`config.mk`:
```
export PLATFORM = sky130hd
export DESIGN_NAME = i2c_target_regs_flat
export DESIGN_NICKNAME = d
export VERILOG_FILES = /design/src/rtl/i2c_target_pkg.sv /design/src/rtl/i2c_target_regs_if.sv /design/src/rtl/i2c_line_filter.sv /design/src/rtl/i2c_target_regs.sv /design/src/flat_wrapper.sv
export SDC_FILE = /design/constraint.sdc
export NUM_CORES = 1
export LEC_CHECK = 0
export BUFFER_PORTS_ARGS = -buffer_cell sky130_fd_sc_hd__buf_2
export CAP_MARGIN = 20
export CORE_MARGIN = 4
export CORE_UTILIZATION = 54
export CTS_BUF_LIST = sky130_fd_sc_hd__clkbuf_4
export CTS_CLUSTER_DIAMETER = 30
export DETAILED_ROUTE_END_ITERATION = 10
export HOLD_SLACK_MARGIN = 0.15
export PLACE_DENSITY_LB_ADDON = 0.3
export SETUP_SLACK_MARGIN = 0.4
export SLEW_MARGIN = 25
export SYNTH_ARGS = -nofsm -noshare
export SYNTH_HDL_FRONTEND = slang
export SYNTH_HIERARCHICAL = 1
export SYNTH_SLANG_ARGS = --single-unit
```
`constraint.sdc`:
```
create_clock -name clk -period 1.9 [get_ports clk]
set_input_delay 0.19 -clock clk [delete_from_list [all_inputs] [get_ports clk]]
set_output_delay 0.19 -clock clk [all_outputs]
set_load 0.005 [all_outputs]
```
`src/rtl/i2c_target_pkg.sv`:
```
// Shared types and constants for the i2c_target_regs register-mapped I2C responder.
package i2c_target_pkg;

   typedef enum logic [3:0] {
      IDLE,
      ADDR,
      ADDR_ACK,
      PTR,
      PTR_ACK,
      WDATA,
      WACK,
      READ,
      MACK,
      WAIT_STOP
   } i2c_state_e;

   localparam logic I2C_RD = 1'b1;
   localparam logic I2C_WR = 1'b0;

endpackage

```
`src/rtl/i2c_target_regs_if.sv`:
```
// Byte register port between the I2C responder (master side) and its register file (slave side).
interface i2c_target_regs_if;

   logic [7:0] o_reg_addr;
   logic [7:0] i_reg_rdata;
   logic [7:0] o_reg_wdata;
   logic       o_reg_wstrobe;
   logic       o_reg_rstrobe;

   modport master (
      output o_reg_addr,
      output o_reg_wdata,
      output o_reg_wstrobe,
      output o_reg_rstrobe,
      input  i_reg_rdata
   );

   modport slave (
      input  o_reg_addr,
      input  o_reg_wdata,
      input  o_reg_wstrobe,
      input  o_reg_rstrobe,
      output i_reg_rdata
   );

endinterface

```
`src/rtl/i2c_line_filter.sv`:
```
// Two-flop synchronizer, optional glitch filter (I2C_TARGET_GLITCH_FILTER_EN) and edge detect
// for one open-drain bus line.
module i2c_line_filter #(
   parameter int unsigned FILTER_CLKS = 4
) (
   input  logic clk,
   input  logic reset,
   input  logic din,
   output logic dout,
   output logic rise,
   output logic fall
);

`ifdef I2C_TARGET_GLITCH_FILTER_EN
   localparam bit UseFilter = 1'b1;
`else
   localparam bit UseFilter = 1'b0;
`endif

   logic [1:0] sync;
   logic       prev;

   // Lines idle high, so reset to 1 to avoid a spurious edge on release.
   always_ff @(posedge clk or posedge reset) begin
      if (reset) sync <= '1;
      else       sync <= {sync[0], din};
   end

   if (UseFilter && FILTER_CLKS > 1) begin : g_filter
      localparam int unsigned CW = $clog2(FILTER_CLKS);
      logic [CW-1:0] cnt;
      logic          filt;

      always_ff @(posedge clk or posedge reset) begin
         if (reset) begin
            cnt  <= '0;
            filt <= 1'b1;
         end else if (sync[1] == filt) begin
            cnt <= '0;
         end else if (cnt == CW'(FILTER_CLKS - 1)) begin
            filt <= sync[1];
            cnt  <= '0;
         end else begin
            cnt <= cnt + 1'b1;
         end
      end

      assign dout = filt;
   end else begin : g_direct
      assign dout = sync[1];
   end

   always_ff @(posedge clk or posedge reset) begin
      if (reset) prev <= 1'b1;
      else       prev <= dout;
   end

   assign rise = dout & ~prev;
   assign fall = ~dout & prev;

endmodule

```
`src/rtl/i2c_target_regs.sv`:
```
// I2C target mapping bus traffic onto an 8-bit-addressed byte register port with an
// auto-incrementing pointer. Optional input glitch filter: I2C_TARGET_GLITCH_FILTER_EN.
module i2c_target_regs
   import i2c_target_pkg::*;
#(
   parameter logic [6:0]  DEV_ADDR    = 7'h55,
   parameter int unsigned FILTER_CLKS = 4
) (
   input  logic             clk,
   input  logic             reset,
   input  logic             scl_i,
   input  logic             sda_i,
   output logic             sda_oe,
   output logic             o_busy,
   i2c_target_regs_if.master regs
);

   logic scl_s, scl_rise, scl_fall;
   logic sda_s, sda_rise, sda_fall;

   i2c_line_filter #(.FILTER_CLKS(FILTER_CLKS)) u_scl_filter (
      .clk  (clk),
      .reset(reset),
      .din  (scl_i),
      .dout (scl_s),
      .rise (scl_rise),
      .fall (scl_fall)
   );

   i2c_line_filter #(.FILTER_CLKS(FILTER_CLKS)) u_sda_filter (
      .clk  (clk),
      .reset(reset),
      .din  (sda_i),
      .dout (sda_s),
      .rise (sda_rise),
      .fall (sda_fall)
   );

   logic       start_ev, stop_ev;
   i2c_state_e state;
   logic [2:0] bit_cnt;
   logic [6:0] shreg;
   logic [7:0] rx_byte;
   logic       rw, load_pend;
   logic [7:0] reg_addr, reg_wdata;
   logic       wstrobe, rstrobe;

   // An SCL edge in the same cycle masks any START/STOP.
   assign start_ev = sda_fall & scl_s & ~(scl_rise | scl_fall);
   assign stop_ev  = sda_rise & scl_s & ~(scl_rise | scl_fall);
   assign rx_byte  = {shreg, sda_s};
   assign rstrobe  = (state == READ) & load_pend & scl_fall;

   assign regs.o_reg_addr    = reg_addr;
   assign regs.o_reg_wdata   = reg_wdata;
   assign regs.o_reg_wstrobe = wstrobe;
   assign regs.o_reg_rstrobe = rstrobe;

   always_ff @(posedge clk or posedge reset) begin
      if (reset) begin
         state     <= IDLE;
         bit_cnt   <= '0;
         shreg     <= '0;
         rw        <= 1'b0;
         load_pend <= 1'b0;
         reg_addr  <= '0;
         reg_wdata <= '0;
         wstrobe   <= 1'b0;
         sda_oe    <= 1'b0;
         o_busy    <= 1'b0;
      end else begin
         wstrobe <= 1'b0;
         if (wstrobe) reg_addr <= reg_addr + 8'd1;

         if (stop_ev) begin
            state     <= IDLE;
            sda_oe    <= 1'b0;
            o_busy    <= 1'b0;
            load_pend <= 1'b0;
         end else if (start_ev) begin
            state     <= ADDR;
            bit_cnt   <= '0;
            sda_oe    <= 1'b0;
            load_pend <= 1'b0;
         end else begin
            case (state)
               ADDR, PTR, WDATA: begin
                  if (scl_rise) begin
                     shreg   <= rx_byte[6:0];
                     bit_cnt <= bit_cnt + 3'd1;
                     if (bit_cnt == 3'd7) begin
                        if (state == ADDR) begin
                           if (rx_byte[7:1] == DEV_ADDR) begin
                              state  <= ADDR_ACK;
                              rw     <= rx_byte[0];
                              o_busy <= 1'b1;
                           end else begin
                              state  <= WAIT_STOP;
                              o_busy <= 1'b0;
                           end
                        end else if (state == PTR) begin
                           reg_addr <= rx_byte;
                           state    <= PTR_ACK;
                        end else begin
                           reg_wdata <= rx_byte;
                           wstrobe   <= 1'b1;
                           state     <= WACK;
                        end
                     end
                  end
               end
               // sda_oe doubles as the ACK phase marker: first fall drives, second releases.
               // Reads leave on the ACK-clock rise so READ captures on the closing fall.
               ADDR_ACK, PTR_ACK, WACK: begin
                  if (scl_fall) begin
                     if (!sda_oe) begin
                        sda_oe <= 1'b1;
                     end else begin
                        sda_oe <= 1'b0;
                        state  <= (state == ADDR_ACK && rw == I2C_WR) ? PTR : WDATA;
                     end
                  end else if (scl_rise && sda_oe && state == ADDR_ACK && rw == I2C_RD) begin
                     state     <= READ;
                     load_pend <= 1'b1;
                  end
               end
               READ: begin
                  if (scl_fall) begin
                     if (load_pend) begin
                        shreg     <= regs.i_reg_rdata[6:0];
                        sda_oe    <= ~regs.i_reg_rdata[7];
                        reg_addr  <= reg_addr + 8'd1;
                        load_pend <= 1'b0;
                        bit_cnt   <= '0;
                     end else if (bit_cnt == 3'd7) begin
                        sda_oe  <= 1'b0;
                        state   <= MACK;
                        bit_cnt <= '0;
                     end else begin
                        sda_oe  <= ~shreg[6];
                        shreg   <= {shreg[5:0], 1'b0};
                        bit_cnt <= bit_cnt + 3'd1;
                     end
                  end
               end
               MACK: begin
                  if (scl_rise) begin
                     if (sda_s) begin
                        state  <= WAIT_STOP;
                        o_busy <= 1'b0;
                     end else begin
                        state     <= READ;
                        load_pend <= 1'b1;
                     end
                  end
               end
               default: ;
            endcase
         end
      end
   end

endmodule

```
`src/flat_wrapper.sv`:
```
// flat-port wrapper written by rule: the top's interface ports become plain ports
module i2c_target_regs_flat import i2c_target_pkg::*;
#(
   parameter logic [6:0]  DEV_ADDR    = 7'h55,
   parameter int unsigned FILTER_CLKS = 4
)
  (clk, reset, scl_i, sda_i, sda_oe, o_busy, regs_o_reg_addr, regs_o_reg_wdata, regs_o_reg_wstrobe, regs_o_reg_rstrobe, regs_i_reg_rdata);
  i2c_target_regs_if regs_i ();
  input  logic clk;
  input  logic reset;
  input  logic scl_i;
  input  logic sda_i;
  output logic sda_oe;
  output logic o_busy;
  output wire logic [$bits(regs_i.o_reg_addr)-1:0] regs_o_reg_addr;
  output wire logic [$bits(regs_i.o_reg_wdata)-1:0] regs_o_reg_wdata;
  output wire logic [$bits(regs_i.o_reg_wstrobe)-1:0] regs_o_reg_wstrobe;
  output wire logic [$bits(regs_i.o_reg_rstrobe)-1:0] regs_o_reg_rstrobe;
  input wire logic [$bits(regs_i.i_reg_rdata)-1:0] regs_i_reg_rdata;
  assign regs_o_reg_addr = regs_i.o_reg_addr;
  assign regs_o_reg_wdata = regs_i.o_reg_wdata;
  assign regs_o_reg_wstrobe = regs_i.o_reg_wstrobe;
  assign regs_o_reg_rstrobe = regs_i.o_reg_rstrobe;
  assign regs_i.i_reg_rdata = regs_i_reg_rdata;
  i2c_target_regs #(.DEV_ADDR(DEV_ADDR), .FILTER_CLKS(FILTER_CLKS)) u_core (.clk(clk), .reset(reset), .scl_i(scl_i), .sda_i(sda_i), .sda_oe(sda_oe), .o_busy(o_busy), .regs(regs_i));
endmodule
```
==> metrics.md, run 1 <==
| Metric | Value |
|---|---|
| Clk_lat worst skew | `0.37 ns` |
| GRT busiest layer | `met2` |
| Final WS setup | `-0.07925 ns` |
| Clock skew | `0.02061 ns` |
| Sinks on the clock net | `41` |
| Failing checks | `negative setup slack` |
| Number of vias per cell | `6.658` |
| First-pass GRT wire length | `11900 um` |
| Layout fillers | `256` |
| Area grow syn2layout | `41.18%` |
| WL per Instance | `21.38 um` |
| Slowest CP cell | `o41ai_1` |
| Peak supply drop | `0.0006638 V` |
| Pleak | `1.634 nW` |
| Nets@finish | `354` |
| Worst reg2reg path endpoint | `u_core/state[3]` |
| Synth top area share | `34.90%` |
| Min-delay worst type | `input pin to async pin` |
| Total die area | `5803 sq um` |
| M1 GR Usage | `33.13%` |
| Largest area contributor in the netlist | `dfrtp_1` |
| Seq. cell area | `1037 sq um` |
| Worst Reg-to-Reg Cells | `5` |
| Number of DRC markers in iteration 0 | `419` |
| Multi-input logic area | `1608 sq um` |
| Clk slew on worst S/H paths | `0.11 ns` |
| Synth Instances | `253` |
| Number of synthesized flops with an enable pin | `0` |
| Distinct cells, synth | `63` |
| Syn avg cell area | `9.921 sq um` |
| Syn Nets | `268` |
| Initial antenna violation count | `0` |
| Req. time, crit path | `2.13 ns` |
| Detailed placer's ending HPWL | `4846 um` |
| Clock buffer depth | `2` |
| Synth warn | `6` |
| Pre-antenna DRT Iters | `5` |
| Final Wtd Congestion | `0.9468` |
| Non-Filler Instances | `392` |
| Starting Density | `56.86%` |
| Power, Total | `0.004170 W` |
| WS Path Type | `flop to flop` |
| Row count | `24` |
| Achievable frequency | `0.5052 GHz` |
| Port-buffer cells | `31` |
| Crit path DAT | `2.21 ns` |
| GR Util met2 | `41.18%` |
| DP Cell Count | `347` |
| Top FF cell, synth | `dfrtp_1` |
| Tightest Pin Transition | `0.7828 ns` |
| Rel. slew slack | `47.13%` |
| Tcrit/Tclk final | `104.2%` |
| Setup Slack @ Placement | `-0.07892 ns` |
| Final hold vios | `0` |
| Total GRT Usage | `25.09%` |
| CP endpoint kind | `flop` |
| Reg2reg setup slack | `-0.08 ns` |
| H-tree levels | `2` |
| Bufs and invs on worst path | `0` |
| Main area contributors after synthesis | `dfrtp_1 35%, dfstp_2 6.3%, mux2_2 5.4%` |
| FFs w/ async S/R, synth | `100.0%` |
| Crit-path max FO | `5` |
| CORE AREA | `4414 sq um` |
| Max_cap viols | `0` |
| Met3 Track Usage GR | `4.610%` |
| Chip width | `76.18 um` |
| CP cell instances | `nand4b_1 > o41ai_1 > nand3_1 > nor2_2 > a211oi_2` |
| Share of post-route cells with drive strength above 1 | `50.00%` |
| Delay-heaviest family, CP | `compound AO/OA/AOI/OAI gates` |
| CTS tree | `built` |
| ANT nets after route | `0` |
| Via Count | `2610` |
| Status | `finished, violations left` |
| Height of the die | `76.18 um` |
| Setup crit start kind | `flop` |
| I/O Pins | `32` |
| ANT cells | `0` |
| DRC violations left | `0` |
| Setup Viol. Count Final | `7` |
| Synth Cell Area | `2510 sq um` |
| Crit path time final | `1.979 ns` |
| Total CTS buffers | `5` |
| Largest net degree at the start of global routing | `29` |
| Fin. max-slew vios | `0` |
| Root buffer cell | `clkbuf_4` |
| Remaining global-route overflow | `0` |
| Crit path largest cell delay | `0.68 ns` |
| Synthesized flop and latch total | `41` |
| RSZ-0062 raised after global routing | `true` |
| Power Dens Cells | `1177 nW/um^2` |
| Vias in the first global route | `2382` |
| Core Util, Final | `80.27%` |
| Final wirelength | `8379 um` |
| Reg2reg start | `u_core/shreg[4]` |
| Register area share after synthesis | `41.18%` |
==> stage by stage <==
step / area, sq um / hold WS [ns] / setup TNS (ns)
after floorplan: 2639 / 0.1233 / 0
after global placement: 2988 / 0.1988 / 0
after detailed placement: 2988 / 0.1934 / -0.5590
after CTS: 3354 / 0.3651 / 0
after global routing: 3543 / 0.3505 / -0.8675
final: 3543 / 0.3545 / -0.2057
==> cell families (layout without fill, tap and decap cells) <==
| group | Yosys count | count (layout) | share of synthesized area, % |
|---|---|---|---|
| buf+inv | 25 | 112 | 5.134 |
| simple gates | 84 | 84 | 20.14 |
| fa+ha+maj | 3 | 3 | 1.496 |
| compound gates | 67 | 67 | 18.79 |
| mux | 22 | 22 | 9.422 |
| xor+xnor | 11 | 11 | 3.838 |
| flops | 41 | 41 | 41.18 |
==> Yosys cell counts, types with 5 or more instances <==
cell type and count:
dfstp_2 6, inv_1 9, o21ai_0 13, and3_1 5
a21oi_1 16, mux2i_1 9, xnor2_1 7, o211ai_1 6
buf_2 6, dfrtp_1 35, nand3_1 10, mux2_2 12
nor2_1 14, nand2_1 20
==> layout by cell type, fill, tap and decap left out, types with 3 or more instances in the layout <==
cell type,instances
nand4_1,3
buf_12,4
o21ai_1,5
nand2_4,6
o21ai_0,4
nor2_1,11
xor2_1,4
o211ai_1,6
mux2_2,7
mux2_4,6
a21o_1,3
clkbuf_4,7
nor2_2,4
nand2_1,13
a21oi_1,11
a21oi_2,6
buf_2,31
buf_4,42
buf_6,7
dfstp_2,6
dlygate4sd3_1,10
dfrtp_2,3
and3_1,5
dfrtp_1,32
nand2b_1,4
xnor2_1,7
inv_1,9
o21ai_2,3
mux2i_1,8
a22oi_1,3
nand3_1,9
==> where the power goes <==
part / internal, W / switching [W]
Combinational: 0.00116 / 0.00126
Sequential: 0.00106 / 0.000224
Clock: 0.000175 / 0.000288
==> sequential cells by signal (all words and copies together), names as in the netlist <==
| name | count |
|---|---|
| u_core/regs.o_reg_wdata | 8 |
| u_core/state | 4 |
| u_core/load_pend | 1 |
| u_core/bit_cnt | 3 |
| u_core/u_scl_filter/sync | 2 |
| u_core/shreg | 7 |
| u_core/u_scl_filter/prev | 1 |
| u_core/o_busy | 1 |
| u_core/sda_oe | 1 |
| u_core/regs.o_reg_wstrobe | 1 |
| u_core/u_sda_filter/prev | 1 |
| u_core/regs.o_reg_addr | 8 |
| u_core/u_sda_filter/sync | 2 |
| u_core/rw | 1 |
==> repair_timing <==
| item | CTS | global route |
|---|---|---|
| endpoints found under the setup margin | 35 | 35 |
| pin swaps | 9 | 13 |
| gates resized for setup | 24 | 27 |
| hold buffers | 10 | 0 |
| setup buffers | 16 | 11 |
| hold endpoints to repair | 50 | 0 |
==> final cells by class <==
cell class	count	area share, %
Tap cell	52	1.836
Timing Repair Buffer	95	20.87
Sequential cell	41	29.27
Clock inverter	1	0.2119
Clock buffer	7	1.483
Multi-Input combinational cell	187	45.37
Inverter	9	0.9534
==> worst reg2reg max path, stage by stage, from the launching register on <==
cell	delay, ns
dfrtp_1	0.49
nand4b_1	0.19
o41ai_1	0.68
nand3_1	0.25
nor2_2	0.20
a211oi_2	0.06
==> worst max-delay path by stage <==
stage,start,to,slack (ns),depth (start not counted)
global placement,u_core/u_scl_filter/sync[1],u_core/bit_cnt[1],0.01,6
global route,u_core/u_scl_filter/sync[1],u_core/state[3],-0.10,7
floorplan,u_core/u_scl_filter/sync[1],u_core/load_pend,0.05,6
detailed placement,u_core/u_scl_filter/sync[1],u_core/regs.o_reg_addr[5],-0.08,6
finish,u_core/shreg[4],u_core/state[3],-0.08,5
CTS,u_core/u_sda_filter/sync[1],u_core/shreg[1],0.05,7
==> metal layers <==
layer | share of wire, % | wire length (um) | vias up
li1 | - | - | 1099
met1 | 38 | 3179 | 1232
met2 | 46 | 3869 | 216
met3 | 10 | 871 | 63
met4 | 5.5 | 459 | 0
met5 | 0 | 0 | -
Power figures use the tool's default switching activity.
==> run 2: changes to the inputs <==
--- a/config.mk
+++ b/config.mk
@@ -18,5 +18,4 @@
 export SLEW_MARGIN = 25
 export SYNTH_ARGS = -nofsm -noshare
 export SYNTH_HDL_FRONTEND = slang
-export SYNTH_HIERARCHICAL = 1
 export SYNTH_SLANG_ARGS = --single-unit
==> run 2 against run 1 <==
The run still ends with negative setup slack left; clock power barely moved; sequential power barely moved; maximum frequency decreased by 9.9%.
==> metrics.md, run 2 <==
| Metric | Value |
|---|---|
| Status | `finished, violations left` |
| Failing checks | `negative setup slack` |
| Crit path time final | `2.196 ns (+0.2172 ns)` |
| Register area share after synthesis | `40.45% (-0.73 points)` |
| Rel. slew slack | `59.14% (+12 points)` |
| Count leader, synth | `dfrtp_1` |
| Top FF cell, synth | `dfrtp_1` |
| First-pass GRT wire length | `13230 um (+11%)` |
| CORE AREA | `4474 sq um (+1.4%)` |
| Synth top area share | `34.28% (-0.62 points)` |
| Final wirelength | `8267 um (-1.3%)` |
| Crit-path most repeated cell | `buf_6` |
| H-tree levels | `2 (unchanged)` |
| Height of the die | `76.79 um (+0.80%)` |
| Number of DRC markers in iteration 0 | `416 (-0.72%)` |
| ANT cells | `0 (unchanged)` |
| Via Count | `2616 (+0.23%)` |
| ANT nets after route | `0 (unchanged)` |
| Synth warn | `0 (-6)` |
| CP endpoint kind | `flop` |
| Final hold vios | `0 (unchanged)` |
| Synth Instances | `260 (+2.8%)` |
| Initial antenna violation count | `0 (unchanged)` |
| Chip width | `76.79 um (+0.80%)` |
| Total GRT Usage | `28.64% (+3.5 points)` |
| Min Hold Slack | `0.1710 ns (-0.1836 ns)` |
| Synthesized flop and latch total | `41 (unchanged)` |
| RSZ-0062 raised after global routing | `true` |
| Combinational share of power | `57.2% (-0.8 points)` |
| Crit path largest cell delay | `0.56 ns (-0.12 ns)` |
| Number of synthesized flops with an enable pin | `0 (unchanged)` |
| Sinks on the clock net | `41 (unchanged)` |
| Most frequent cells after synthesis | `35 x dfrtp_1, 21 x nor2_1, 18 x nand2_1` |
| Tcrit/Tclk final | `115.6% (+11 points)` |
| FFs w/ async S/R, synth | `100.0% (unchanged)` |
| Pre-antenna DRT Iters | `5 (unchanged)` |
| Delay-heaviest family, CP | `compound AO/OA/AOI/OAI gates` |
| CTS tree | `built` |
| Bufs and invs on worst path | `3 (+3)` |
| Number of vias per cell | `6.475 (-2.7%)` |
| Setup Viol. Count Final | `34 (+27)` |
| Nets@finish | `368 (+4.0%)` |
| Clock Power Share | `11.5% (+0.4 points)` |
| Port-buffer cells | `31 (unchanged)` |
| Seq. cell area | `1033 sq um (-0.36%)` |
| Sw Pwr | `0.001681 W (-5.1%)` |
| Main area contributors after synthesis | `dfrtp_1 34%, dfstp_2 6.2%, mux2_4 4.7%` |
| Switching part of the total | `41.73% (-0.76 points)` |
| Achievable frequency | `0.4553 GHz (-9.9%)` |
| Slowest CP cell | `dfstp_2` |
| Clock buffer depth | `2 (unchanged)` |
| Commonest non-fill, non-tap cells in the layout | `40 x buf_4, 35 x dfrtp_1, 30 x buf_2` |
| Clock skew | `0.01673 ns (-0.003880 ns)` |
| Share of post-route cells with drive strength above 1 | `47.73% (-2.3 points)` |
| Distinct cells, synth | `59 (-6.3%)` |
| Synth Cell Area | `2555 sq um (+1.8%)` |
| Crit-path max FO | `4 (-1)` |
| Largest area contributor in the netlist | `dfrtp_1` |
| Detailed placer's ending HPWL | `5080 um (+4.8%)` |
| Area grow syn2layout | `42.61%` |
| Total die area | `5896 sq um (+1.6%)` |
| Largest net degree at the start of global routing | `42 (+45%)` |
| Multi-input logic area | `1660 sq um (+3.3%)` |
| Crit path DAT | `2.46 ns (+0.25 ns)` |
| Tightest Pin Transition | `0.6116 ns (-0.1713 ns)` |
| Final Wtd Congestion | `0.9480 (+0.13%)` |
| Remaining global-route overflow | `0 (unchanged)` |
| DRC violations left | `0 (unchanged)` |
| Starting Density | `57.10% (+0.24 points)` |
| Core Util, Final | `81.43% (+1.2 points)` |
| Pint | `0.002347 W (-2.1%)` |
| Pleak | `1.696 nW (+3.8%)` |
| Final WS setup | `-0.2964 ns (-0.2172 ns)` |
| WL per Instance | `20.46 um (-4.3%)` |
| Peak supply drop | `0.0006723 V (+1.3%)` |
| Setup crit start kind | `flop` |
| Row count | `24 (unchanged)` |
| Max_cap viols | `0 (unchanged)` |
| Syn Nets | `277 (+3.4%)` |
| CP cell instances | `inv_2 > ha_4 > buf_6 > buf_6 > nand4b_1 > nand3_2 > a221oi_4 > a2bb2oi_1 > o21ai_1` |
| Vias in the first global route | `2695 (+13%)` |
| Min-delay worst type | `input pin to flop` |
| WS Path Type | `flop to flop` |
| I/O Pins | `32 (unchanged)` |
| Commonest non-fill, non-tap cell in the layout | `buf_4` |
| Req. time, crit path | `2.16 ns (+0.03 ns)` |
| Layout fillers | `246 (-3.9%)` |
| Sequential share of power | `31.3% (+0.4 points)` |
| Root buffer cell | `clkbuf_4` |
| Fin. max-slew vios | `0 (unchanged)` |
| Syn avg cell area | `9.827 sq um (-0.95%)` |
| Total CTS buffers | `5 (unchanged)` |
| Clk slew on worst S/H paths | `0.14 ns (+0.03 ns)` |
| Clk_lat worst skew | `0.37 ns (about the same)` |
| Power Dens Cells | `1106 nW/um^2 (-6.1%)` |
==> run 2: metal layers <==
| layer | part of all wire, % | GRT usage, % | up-vias |
|---|---|---|---|
| met4 | 4.3 | 15.04 | 0 |
| met5 | 0 | 0 | - |
| met1 | 38 | 33.78 | 1248 |
| met3 | 8.4 | 5.855 | 43 |
| li1 | - | - | 1144 |
| met2 | 49 | 48.87 | 181 |
==> run 2: final timing paths <==
path | slack [ns] | to | start | depth (start not counted)
worst max register to register | -0.30 | u_core.regs.o_reg_addr[0] | u_core.u_scl_filter.prev | 9
worst max-delay path | -0.30 | u_core.regs.o_reg_addr[0] | u_core.u_scl_filter.prev | 9
worst min register to register | 0.36 | u_core.u_sda_filter.sync[1] | u_core.u_sda_filter.sync[0] | 0
min in group asynchronous | 0.47 | u_core.o_busy | reset | 4
worst min-delay path | 0.17 | u_core.shreg[2] | regs_i_reg_rdata[2] | 3
max in group asynchronous | 1.05 | u_core.u_sda_filter.prev | reset | 4
==> run 2: kinds of logic after synthesis <==
logic type,after synthesis,synth area share [%]
compound gates,62,17.24
fa+ha+maj,5,2.449
mux,22,10.43
simple gates,95,21.20
flops,41,40.45
buf+inv,26,5.142
xor+xnor,9,3.085
==> run 2: power by group through the flow <==
| stage | Sequential [W] | Combinational (W) | Clock, W |
|---|---|---|---|
| 2_1_floorplan | 0.00125 | 0.00115 | 0 |
| 3_3_place_gp | 0.00124 | 0.00182 | 0 |
| 3_5_place_dp | 0.00125 | 0.00187 | 0 |
| 4_1_cts | 0.00124 | 0.00218 | 0.000460 |
| 5_1_grt | 0.00128 | 0.00245 | 0.000510 |
| 6_report | 0.00126 | 0.00230 | 0.000462 |
==> run 2: layout make-up <==
cell class | instances | area share, %
inverter | 10 | 1.099
multi-input combinational | 193 | 45.57
timing repair buffer | 100 | 21.67
clock buffer | 5 | 1.030
clock inverter | 3 | 0.4808
tap | 52 | 1.786
sequential | 41 | 28.37
==> run 2: metrics by stage <==
stage / instance area, sq um / TNS (ns) / cells / setup slack [ns] / total power [W]
final: 3643 / -7.116 / 404 / -0.2964 / 0.004028
after global routing: 3643 / -9.325 / 404 / -0.3352 / 0.004242
after CTS: 3586 / -5.305 / 403 / -0.2568 / 0.003882
after detailed placement: 3141 / -4.450 / 376 / -0.3069 / 0.003126
after global placement: 3141 / -3.516 / 376 / -0.2632 / 0.003059
after floorplan: 2660 / -2.717 / 260 / -0.3293 / 0.002400
==> run 2: worst register-to-register path, delay by kind of cell, from the launching register on <==
family                   cells  cell delay, ns
buffers and inverters        3            0.26
adder cells (fa/ha/maj)      1            0.24
AND/OR/NAND/NOR              2            0.43
AO/OA/AOI/OAI                3            0.62
flip-flops                   1            0.56
==> run 2: what timing repair did <==
action,CTS,global route
pin swaps,9,6
hold endpoints to repair,43,0
gates resized for setup,54,11
setup buffers,10,1
hold buffers,9,0
setup endpoints to repair,36,36
